--- config.mk ---
export PLATFORM = sky130hd
export DESIGN_NAME = norm_round_pipe_flat
export DESIGN_NICKNAME = d
export VERILOG_FILES = /design/src/rtl/norm_round_pipe_if.sv /design/src/rtl/norm_round_pipe.sv /design/src/flat_wrapper.sv
export SDC_FILE = /design/constraint.sdc
export NUM_CORES = 1
export LEC_CHECK = 0
export ABC_AREA = 1
export CAP_MARGIN = 0
export CORE_ASPECT_RATIO = 1.75
export CORE_MARGIN = 1.5
export CORE_UTILIZATION = 49
export CTS_CLUSTER_SIZE = 12
export DETAILED_ROUTE_END_ITERATION = 8
export GPL_TIMING_DRIVEN = 1
export MAX_ROUTING_LAYER = met4
export PLACE_DENSITY = 0.86
export SLEW_MARGIN = 5
export SYNTH_ARGS = -nofsm -noshare
export SYNTH_HDL_FRONTEND = slang
export SYNTH_SLANG_ARGS = --single-unit
--- constraint.sdc ---
create_clock -name CLK -period 2.7 [get_ports CLK]
set_input_delay 0.27 -clock CLK [delete_from_list [all_inputs] [get_ports CLK]]
set_output_delay 0.27 -clock CLK [all_outputs]
set_load 0.02 [all_outputs]
--- src/rtl/norm_round_pipe_if.sv ---
// Handshake bundle for norm_round_pipe. The upstream multiplier and downstream
// adder share one bundle: master is the side feeding beats in and draining
// results, slave is the normaliser itself.
interface norm_round_pipe_if #(
    parameter int unsigned EXP_W = 5,
    parameter int unsigned MAN_W = 10
);
    // Upstream beat
    logic                         RND_MODE;
    logic                         IN_VALID;
    logic                         IN_READY;
    logic                         IN_SIGN;
    logic signed [EXP_W+1:0]      IN_EXP_A;
    logic signed [EXP_W+1:0]      IN_EXP_B;
    logic [2*(MAN_W+1)-1:0]       IN_SIG_MUL;

    // Downstream result
    logic                         OUT_VALID;
    logic                         OUT_READY;
    logic                         OUT_SIGN;
    logic [EXP_W-1:0]             OUT_EXP;
    logic [MAN_W-1:0]             OUT_MAN;
    logic [3:0]                   OUT_FLAGS;

    modport master (
        output RND_MODE, IN_VALID, IN_SIGN, IN_EXP_A, IN_EXP_B, IN_SIG_MUL, OUT_READY,
        input  IN_READY, OUT_VALID, OUT_SIGN, OUT_EXP, OUT_MAN, OUT_FLAGS
    );

    modport slave (
        input  RND_MODE, IN_VALID, IN_SIGN, IN_EXP_A, IN_EXP_B, IN_SIG_MUL, OUT_READY,
        output IN_READY, OUT_VALID, OUT_SIGN, OUT_EXP, OUT_MAN, OUT_FLAGS
    );
endinterface

--- src/rtl/norm_round_pipe.sv ---
// Two-stage product normaliser for the MAC PE: stage 1 normalises the raw
// significand product and denormalises into the subnormal range, stage 2
// rounds (RNE or truncate) and encodes the biased result plus flags.
// OUT_FLAGS = {OVF, UNF_ZERO, SUB, INEXACT}.
module norm_round_pipe #(
    parameter int unsigned EXP_W = 5,
    parameter int unsigned MAN_W = 10
) (
    input logic              CLK,
    input logic              RST,
    norm_round_pipe_if.slave bus
);
    localparam int unsigned SW  = MAN_W + 1;      // significand with hidden bit
    localparam int unsigned PW  = 2 * SW;         // raw product width
    localparam int unsigned NW  = SW + 2;         // significand + guard + round
    localparam int unsigned EW  = EXP_W + 3;      // internal signed exponent
    localparam int unsigned IW  = EXP_W + 2;      // operand exponent width
    localparam int unsigned SHW = $clog2(NW + 1);
    localparam int          BIAS = (2 ** (EXP_W - 1)) - 1;

    localparam logic [EW-1:0] MIN_E  = EW'(1 - BIAS);
    localparam logic [EW:0]   BIAS_X = (EW + 1)'(BIAS);
    localparam logic [EW:0]   NW_X   = (EW + 1)'(NW);

    // ---------------------------------------------------------------------
    // Handshake
    // ---------------------------------------------------------------------
    logic v1_q, v2_q;
    logic ld1, ld2, accept;

    // Pipeline advance: each stage loads when empty or when its successor moves
    always_comb begin
        ld2    = !v2_q | bus.OUT_READY;
        ld1    = !v1_q | ld2;
        accept = bus.IN_VALID & ld1;
    end

    assign bus.IN_READY = ld1;

    // ---------------------------------------------------------------------
    // Stage 1: normalise / denormalise
    // ---------------------------------------------------------------------
    logic            msb;
    logic [EW-1:0]   e_raw;
    logic [EW:0]     d_full;
    logic            under;
    logic [SHW-1:0]  shamt;
    logic [NW-1:0]   norm, lost_mask;
    logic            low_sticky;
    logic [EW-1:0]   s1_exp_d;
    logic [NW-1:0]   s1_sig_d;
    logic            s1_sticky_d;

    logic            s1_sign_q, s1_rnd_q, s1_zero_q, s1_sticky_q;
    logic [EW-1:0]   s1_exp_q;
    logic [NW-1:0]   s1_sig_q;

    // Align product to 1.x, then shift right into the subnormal range if needed
    always_comb begin
        msb   = bus.IN_SIG_MUL[PW-1];
        e_raw = {bus.IN_EXP_A[IW-1], bus.IN_EXP_A} + {bus.IN_EXP_B[IW-1], bus.IN_EXP_B}
              + EW'(msb);

        if (msb) begin
            norm       = bus.IN_SIG_MUL[PW-1 -: NW];
            low_sticky = |bus.IN_SIG_MUL[PW-NW-1:0];
        end else begin
            norm       = bus.IN_SIG_MUL[PW-2 -: NW];
            low_sticky = |bus.IN_SIG_MUL[PW-NW-2:0];
        end

        under  = $signed(e_raw) < $signed(MIN_E);
        // One extra bit so the distance cannot wrap for the most negative e
        d_full = {MIN_E[EW-1], MIN_E} - {e_raw[EW-1], e_raw};
        shamt  = '0;
        if (under) begin
            shamt = (d_full > NW_X) ? SHW'(NW) : d_full[SHW-1:0];
        end

        lost_mask   = ~({NW{1'b1}} << shamt);
        s1_sig_d    = norm >> shamt;
        s1_sticky_d = low_sticky | (|(norm & lost_mask));
        s1_exp_d    = under ? MIN_E : e_raw;
    end

    // Stage 1 register; data only captured on an accepted beat
    always_ff @(posedge CLK or posedge RST) begin
        if (RST) begin
            v1_q        <= 1'b0;
            s1_sign_q   <= 1'b0;
            s1_rnd_q    <= 1'b0;
            s1_zero_q   <= 1'b0;
            s1_sticky_q <= 1'b0;
            s1_exp_q    <= '0;
            s1_sig_q    <= '0;
        end else if (ld1) begin
            v1_q <= accept;
            if (accept) begin
                s1_sign_q   <= bus.IN_SIGN;
                s1_rnd_q    <= bus.RND_MODE;
                s1_zero_q   <= (bus.IN_SIG_MUL == '0);
                s1_sticky_q <= s1_sticky_d;
                s1_exp_q    <= s1_exp_d;
                s1_sig_q    <= s1_sig_d;
            end
        end
    end

    // ---------------------------------------------------------------------
    // Stage 2: round / encode
    // ---------------------------------------------------------------------
    logic [SW-1:0]    sig_v, sig_r;
    logic             g_bit, r_bit, inc, inexact, carry, ovf;
    logic [SW:0]      sum;
    logic [EW:0]      exp_r;
    logic [EXP_W-1:0] o_exp_d;
    logic [MAN_W-1:0] o_man_d;
    logic [3:0]       o_flags_d;

    logic             o_sign_q;
    logic [EXP_W-1:0] o_exp_q;
    logic [MAN_W-1:0] o_man_q;
    logic [3:0]       o_flags_q;

    // Round, renormalise on carry, then pick zero / overflow / normal / subnormal
    always_comb begin
        sig_v   = s1_sig_q[NW-1:2];
        g_bit   = s1_sig_q[1];
        r_bit   = s1_sig_q[0];
        inexact = g_bit | r_bit | s1_sticky_q;
        inc     = !s1_rnd_q & g_bit & (r_bit | s1_sticky_q | sig_v[0]);
        sum     = {1'b0, sig_v} + (SW + 1)'(inc);
        carry   = sum[SW];
        sig_r   = carry ? sum[SW:1] : sum[SW-1:0];
        exp_r   = {s1_exp_q[EW-1], s1_exp_q} + (EW + 1)'(carry);
        // exp_r >= pre-round exponent, so this covers both overflow cases
        ovf     = $signed(exp_r) > $signed(BIAS_X);

        o_exp_d   = '0;
        o_man_d   = '0;
        o_flags_d = '0;
        if (!s1_zero_q) begin
            if (ovf) begin
                o_exp_d   = '1;
                o_flags_d = 4'b1001;
            end else if (sig_r[SW-1]) begin
                // Hidden bit set: normal, including a subnormal that rounded up
                o_exp_d   = EXP_W'(exp_r + BIAS_X);
                o_man_d   = sig_r[MAN_W-1:0];
                o_flags_d = {3'b000, inexact};
            end else begin
                o_man_d   = sig_r[MAN_W-1:0];
                o_flags_d = {1'b0, sig_r == '0, sig_r != '0, inexact};
            end
        end
    end

    // Output register; holds while the downstream stalls
    always_ff @(posedge CLK or posedge RST) begin
        if (RST) begin
            v2_q      <= 1'b0;
            o_sign_q  <= 1'b0;
            o_exp_q   <= '0;
            o_man_q   <= '0;
            o_flags_q <= '0;
        end else if (ld2) begin
            v2_q <= v1_q;
            if (v1_q) begin
                o_sign_q  <= s1_sign_q;
                o_exp_q   <= o_exp_d;
                o_man_q   <= o_man_d;
                o_flags_q <= o_flags_d;
            end
        end
    end

    assign bus.OUT_VALID = v2_q;
    assign bus.OUT_SIGN  = o_sign_q;
    assign bus.OUT_EXP   = o_exp_q;
    assign bus.OUT_MAN   = o_man_q;
    assign bus.OUT_FLAGS = o_flags_q;

endmodule

--- src/flat_wrapper.sv ---
// flat-port wrapper written by rule: the top's interface ports become plain ports
module norm_round_pipe_flat 
#(
    parameter int unsigned EXP_W = 5,
    parameter int unsigned MAN_W = 10
)
  (CLK, RST, bus_RND_MODE, bus_IN_VALID, bus_IN_SIGN, bus_IN_EXP_A, bus_IN_EXP_B, bus_IN_SIG_MUL, bus_OUT_READY, bus_IN_READY, bus_OUT_VALID, bus_OUT_SIGN, bus_OUT_EXP, bus_OUT_MAN, bus_OUT_FLAGS);
  norm_round_pipe_if #(.EXP_W(EXP_W), .MAN_W(MAN_W)) bus_i ();
  input logic CLK;
  input logic RST;
  input wire logic [$bits(bus_i.RND_MODE)-1:0] bus_RND_MODE;
  input wire logic [$bits(bus_i.IN_VALID)-1:0] bus_IN_VALID;
  input wire logic [$bits(bus_i.IN_SIGN)-1:0] bus_IN_SIGN;
  input wire logic [$bits(bus_i.IN_EXP_A)-1:0] bus_IN_EXP_A;
  input wire logic [$bits(bus_i.IN_EXP_B)-1:0] bus_IN_EXP_B;
  input wire logic [$bits(bus_i.IN_SIG_MUL)-1:0] bus_IN_SIG_MUL;
  input wire logic [$bits(bus_i.OUT_READY)-1:0] bus_OUT_READY;
  output wire logic [$bits(bus_i.IN_READY)-1:0] bus_IN_READY;
  output wire logic [$bits(bus_i.OUT_VALID)-1:0] bus_OUT_VALID;
  output wire logic [$bits(bus_i.OUT_SIGN)-1:0] bus_OUT_SIGN;
  output wire logic [$bits(bus_i.OUT_EXP)-1:0] bus_OUT_EXP;
  output wire logic [$bits(bus_i.OUT_MAN)-1:0] bus_OUT_MAN;
  output wire logic [$bits(bus_i.OUT_FLAGS)-1:0] bus_OUT_FLAGS;
  assign bus_i.RND_MODE = bus_RND_MODE;
  assign bus_i.IN_VALID = bus_IN_VALID;
  assign bus_i.IN_SIGN = bus_IN_SIGN;
  assign bus_i.IN_EXP_A = bus_IN_EXP_A;
  assign bus_i.IN_EXP_B = bus_IN_EXP_B;
  assign bus_i.IN_SIG_MUL = bus_IN_SIG_MUL;
  assign bus_i.OUT_READY = bus_OUT_READY;
  assign bus_IN_READY = bus_i.IN_READY;
  assign bus_OUT_VALID = bus_i.OUT_VALID;
  assign bus_OUT_SIGN = bus_i.OUT_SIGN;
  assign bus_OUT_EXP = bus_i.OUT_EXP;
  assign bus_OUT_MAN = bus_i.OUT_MAN;
  assign bus_OUT_FLAGS = bus_i.OUT_FLAGS;
  norm_round_pipe #(.EXP_W(EXP_W), .MAN_W(MAN_W)) u_core (.CLK(CLK), .RST(RST), .bus(bus_i));
endmodule
# ---- Word-level counts from Yosys, hierarchy flattened
# Index checks and enable logic that the tools add are counted.
dict set report totals {
  regBits 47
  romBits 0
  wordCells 60
  mem_count 0
  latch_bits 0
  mem_bits_rw 0
}
dict set report op_classes {
  addsub 6
  n_bitwise 12
  div_mod_pow 0
  muxes 14
  n_reduce_logical 11
  eq_ne 0
  n_shift 2
  mul 0
  n_lt_le_gt_ge 3
}
# operator n
set ops {}
lappend ops {{$logic_not 22->1} 1}
lappend ops {{$mux 10} 2}
lappend ops {{$mux 4} 4}
lappend ops {{$mux 5} 3}
lappend ops {{$and 13x13->13} 1}
lappend ops {{$mux 13} 1}
lappend ops {{$not 13->13} 1}
lappend ops {{$reduce_or 13->1} 1}
lappend ops {{$shl 13x4->13 const A} 1}
lappend ops {{$shr 13x4->13} 1}
lappend ops {{$add 11x1->12} 1}
lappend ops {{$logic_not 11->1} 1}
lappend ops {{$mux 11} 1}
lappend ops {{$reduce_bool 11->1} 1}
lappend ops {{$add 8x2->9} 1}
lappend ops {{$gt 9x4->1 const B} 1}
lappend ops {{$gt 9x5->1 const B} 1}
lappend ops {{$reduce_or 9->1} 1}
lappend ops {{$sub 5x8->9 const A} 1}
lappend ops {{$add 7x7->8} 1}
lappend ops {{$add 8x1->8} 1}
lappend ops {{$lt 8x5->1 const B} 1}
lappend ops {{$mux 8} 1}
lappend ops {{$reduce_or 8->1} 1}
lappend ops {{other kinds (7)} 18}

# ---- Logic depth before layout (Yosys ltp)
dict set report depth {
  word_depth 11
  depth_mapped 24
  ltp_nobuf 24
}

# ---- Least setup slack after synthesis
# Ideal clock, no wire load.
dict set report synth_path {
  path_type {input-to-reg}
  from {in bus_IN_SIG_MUL[21]}
  to {reg u_core.s1_sig_q[1]}
  path_stages 20
  required_time_ns 2.583
  setup_ns 0.117
  arrival_ns 2.804
  slack_ns -0.221
  n_path_buf 1
  cell_sequence {fa_1 inv_1 fa_1 inv_1 ha_1 inv_1 o21bai_1 nor2_1 nand3_2 nand2_4 nor2_8 nand3_4 nand2_8 buf_8 o21ai_2 nand2_1 nand3_1 nand3_1 nand2_1 nand2_1}
}
dict set report synth_via {
  elab_chain_len 6
  word_cells_on_any_way 8
  cone_classes {add/sub (2); order compare (2); shift (1); mux (3)}
}
# item line
set synth_rtl {}
lappend synth_rtl {{from (decl)} flat_wrapper.sv:16} ;# input wire logic [$bits(bus_i.IN_SIG_MUL)-1:0] bus_IN_SIG_MUL;
lappend synth_rtl {{$add 8x1->8} norm_round_pipe.sv:62} ;# + EW'(msb);
lappend synth_rtl {{$sub 5x8->9} norm_round_pipe.sv:74} ;# d_full = {MIN_E[EW-1], MIN_E} - {e_raw[EW-1], e_raw};
lappend synth_rtl {{$gt 9x4->1} norm_round_pipe.sv:77} ;# shamt = (d_full > NW_X) ? SHW'(NW) : d_full[SHW-1:0];
lappend synth_rtl {{$mux 4} norm_round_pipe.sv:77}
lappend synth_rtl {{$mux 4} norm_round_pipe.sv:76} ;# if (under) begin
lappend synth_rtl {{$shr 13x4->13 (*)} norm_round_pipe.sv:81} ;# s1_sig_d = norm >> shamt;
lappend synth_rtl {{to (signal assigned)} norm_round_pipe.sv:104} ;# s1_sig_q <= s1_sig_d;
lappend synth_rtl {{to (decl)} norm_round_pipe.sv:56} ;# logic [NW-1:0] s1_sig_q;
# Every way passes the cells marked *; elsewhere a longest branch is shown, timed or not.
# A chain may end at the register's enable or synchronous reset.

# ---- Final worst setup path
dict set report layout_path {
  from {in bus_IN_SIG_MUL[21]}
  to {reg u_core.s1_sig_q[2]}
}
# Same word-level chain as after synthesis.

==> key figures <==
Layout
  • Final non-filler cell total: around 810
  • Antenna diodes: 0
  • Synth-to-layout area growth: 53.9%
  • Share of layout cells above drive strength 1: between 30% and 40%
  • Nets: approximately 780
  • Footprint of the multi-input gates: between 0.002 and 0.003 mm^2
  • FF/Latch Area: about 0.0012 mm^2
  • Final instance area: approximately 0.0060 mm^2
  • FILL cells: roughly 510

STA
  • Clk_skew: roughly 0.0075 ns
  • Final period utilization: 107%
  • Setup repair after global routing missed its margin: yes
  • Final-report hold violation count: 0
  • Slew margin rel.: about a quarter
  • Least-Margin Pin Slew: about 1.1 ns
  • Max-slew violations: 0
  • Hold slack: between 0.4 and 0.5 ns
  • Fmax: 347 MHz
  • Final setup violation count: 14
  • Tmin final: between 2 and 3 ns
  • Worst setup margin: -0.181 ns

Yosys
  • Leading area contributor after synthesis: dfrtp_1
  • Yosys reg bits: 47
  • XOR/XNOR share of the synthesized area: about 1.8%
  • Syn_nets: around 630
  • Mapped Avg Cell Area: between 6 and 7 um^2
  • Main synth FF type: dfrtp_1
  • Seq/Total Area, Yosys: between 30% and 40%
  • Most frequent cell after synthesis: nand2_1
  • Share of the synthesized area in the top cell type: a little under a third
  • Post-synth cell types: 45
  • Synthesized cell area: 0.00388 mm^2
  • Synth Area in Simple Gates: roughly 39%
  • Mux contribution to synthesized area: 0%
  • Synth top cells by count: nand2_1, inv_1, nand3_1, dfrtp_1, nor2_1
  • Largest family of logic cells by synthesized area: simple AND/OR/NAND/NOR gates
  • Synth warnings: 0
  • Ys async rst share: 100%
  • Top post-synthesis cells by area: dfrtp_1, nand2_1, nand3_1
  • EDFF count, synth: 0
  • Complex-gate fraction of the synthesized area: between 10% and 20%
  • Post-Synth Adder-Cell Area: 5.54%
  • Mapped Cells: 574

Clock network
  • Clock root cell: clkbuf_16
  • Hold-fix buffers, CTS: 0
  • CTS tree: built
  • Clk buf depth: 2
  • Worst-Skew Late Latency: ~0.29 ns
  • CTS buffer count: 5
  • H-Tree Depth: 2
  • Clock-pin slew on the worst setup and hold paths: ~0.060 ns
  • Clock Sinks: 47

Global routing
  • Total grt overflow: 0
  • Vias in the first global route: around 4,500
  • Antenna violations before repair: 0
  • Largest net degree at the start of global routing: 33
  • Global-route usage over all layers: between 30 and 40%
  • First-pass GRT wire length: 20,400 um

Power
  • VDD IR max: about 0.35 mV
  • Power consumption: about 3.8 mW
  • Leak pwr: ~2.9 nW
  • Pwr Density: between 600 and 700 mW/mm^2

Placement
  • Area post-placement: roughly 0.0050 mm^2
  • PortBufs: 63
  • Placed instance count: around 770
  • RePlAce Congestion: slightly above 0.9
  • DP HPWL: between 9000 and 10,000 um

Detailed routing
  • Routed vias: roughly 4,600
  • DRC errors left: 0
  • Drt initial violations: 259
  • Wire per inst: roughly 16 um
  • DRT Pass-1 Iters: 5
  • ANT nets after route: 0
  • WL final: 13,200 um
  • Avg Vias per Cell: ~5.7

Min path
  • HP Class: in -> async

Outcome
  • Status: finished with violations
  • Failing checks: negative setup slack

Setup path
  • Crit path required time: roughly 2.9 ns
  • Worst-path fanout max: 7
  • Setup crit end kind: register
  • Crit path launch type: input port
  • Worst EP arrival: about 3.1 ns
  • Crit Path Category: in -> reg

Run
  • Max-cap check violation count: 0

Floorplan
  • Die width: 70.3 um
  • Die Y: 121 um
  • Initial Util: roughly half
  • Die Area: 0.00849 mm^2
  • CORE AREA: roughly 0.0076 mm^2
  • # rows: 42
  • I/O Pins: 64
==> logic make-up (layout without fill, tap and decap cells) <==
family / Yosys count / after routing
AO/OA/AOI/OAI: 83 / 83
XOR/XNOR: 8 / 8
adder cells (fa/ha/maj): 16 / 16
buffers and inverters: 98 / 237
flip-flops: 47 / 47
AND/OR/NAND/NOR: 322 / 327
==> routing by layer <==
metal / global-route usage [%] / share of wire [%] / up-vias
met1: 27.9 / 33 / 2117
met3: 4.83 / 5.0 / 84
li1: - / - / 2178
met4: 20.2 / 7.2 / 0
met2: 58.1 / 55 / 217
met5: - / 0 / -
==> registers in the layout, summed over array words and instances, names as in the netlist <==
register	count
u_core.bus.OUT_MAN	10
u_core.s1_sig_q	13
u_core.s1_exp_q	8
u_core.bus.OUT_EXP	5
u_core.s1_sticky_q	1
u_core.bus.OUT_FLAGS	4
u_core.s1_rnd_q	1
u_core.s1_zero_q	1
u_core.bus.OUT_VALID	1
u_core.s1_sign_q	1
u_core.v1_q	1
u_core.bus.OUT_SIGN	1
==> final timing paths <==
path | startpoint | to | slack, ns | cells past startpoint
max reg2reg | u_core.s1_sig_q[1]$_DFFE_PP0P_ | u_core.bus.OUT_MAN[1]$_DFFE_PP0P_ | -0.02 | 17
min reg2reg | u_core.bus.OUT_MAN[4]$_DFFE_PP0P_ | u_core.bus.OUT_MAN[4]$_DFFE_PP0P_ | 0.48 | 2
min | RST | u_core.bus.OUT_EXP[3]$_DFFE_PP0P_ | 0.43 | 2
max | bus_IN_SIG_MUL[21] | u_core.s1_sig_q[2]$_DFFE_PP0P_ | -0.18 | 23
max in group asynchronous | RST | u_core.s1_sig_q[12]$_DFFE_PP0P_ | 1.61 | 3
min in group CLK | u_core.bus.OUT_MAN[4]$_DFFE_PP0P_ | u_core.bus.OUT_MAN[4]$_DFFE_PP0P_ | 0.48 | 2
==> power by group <==
| group | leakage, nW | total (mW) | switching [mW] | internal, mW |
|---|---|---|---|---|
| logic | 2.23 | 2.21 | 1.25 | 0.957 |
| registers | 0.582 | 1.04 | 0.140 | 0.898 |
| clock network | 0.0628 | 0.585 | 0.251 | 0.333 |
| total | 2.87 | 3.83 | 1.64 | 2.19 |
==> worst max-delay path, stage by stage <==
cell	delay, ns
buf_8	0.10
fa_2	0.39
inv_2	0.07
fa_2	0.46
buf_6	0.15
nor2_4	0.11
nor2_4	0.05
nand3_2	0.08
nor2_1	0.05
nand2_1	0.07
nand2_2	0.07
nor2_4	0.22
nand2_2	0.11
inv_2	0.08
nand2_4	0.11
nand2_4	0.12
inv_4	0.06
nand3_2	0.07
nand2_1	0.06
nor2_1	0.14
nand3_1	0.13
nand2_1	0.08
inv_1	0.03
==> cell usage in the layout (no fill, tap or decap), drive strengths merged, types with 3 or more instances in the layout <==
cell,count
a21oi,16
a22oi,5
buf,86
clkbuf,6
clkdlybuf4s50,58
dfrtp,47
ha,14
inv,84
nand2,175
nand3,80
nand4,10
nor2,49
nor3,4
nor4,3
o211ai,8
o21ai,43
o22ai,4
xor2,6
==> through the flow <==
stage | util (%) | setup TNS [ns] | worst slack, ns
6_report | 78.4 | -1.49 | -0.181
5_1_grt | 78.4 | -5.50 | -0.334
4_1_cts | 72.5 | -1.39 | -0.161
3_5_place_dp | 66.1 | -18.44 | -0.918
3_3_place_gp | 66.1 | -14.09 | -0.808
2_1_floorplan | - | -0.531 | -0.0856
==> final cells by class <==
| cell class | instances | share of cell area (%) |
|---|---|---|
| flip-flops and latches | 47 | 19.7 |
| repair buffers | 146 | 22.5 |
| clock buffers | 6 | 2.16 |
| multi-input cells | 434 | 48.3 |
| well taps | 88 | 1.84 |
| inverters | 85 | 5.55 |
==> what timing repair did <==
item / in CTS / in global routing
cloned: 5 / 0
setup buffers: 7 / 14
setup endpoints to repair: 34 / 33
gates resized for setup: 79 / 89
pin swaps: 46 / 47
Note: power is estimated with default switching activity, not from simulation.
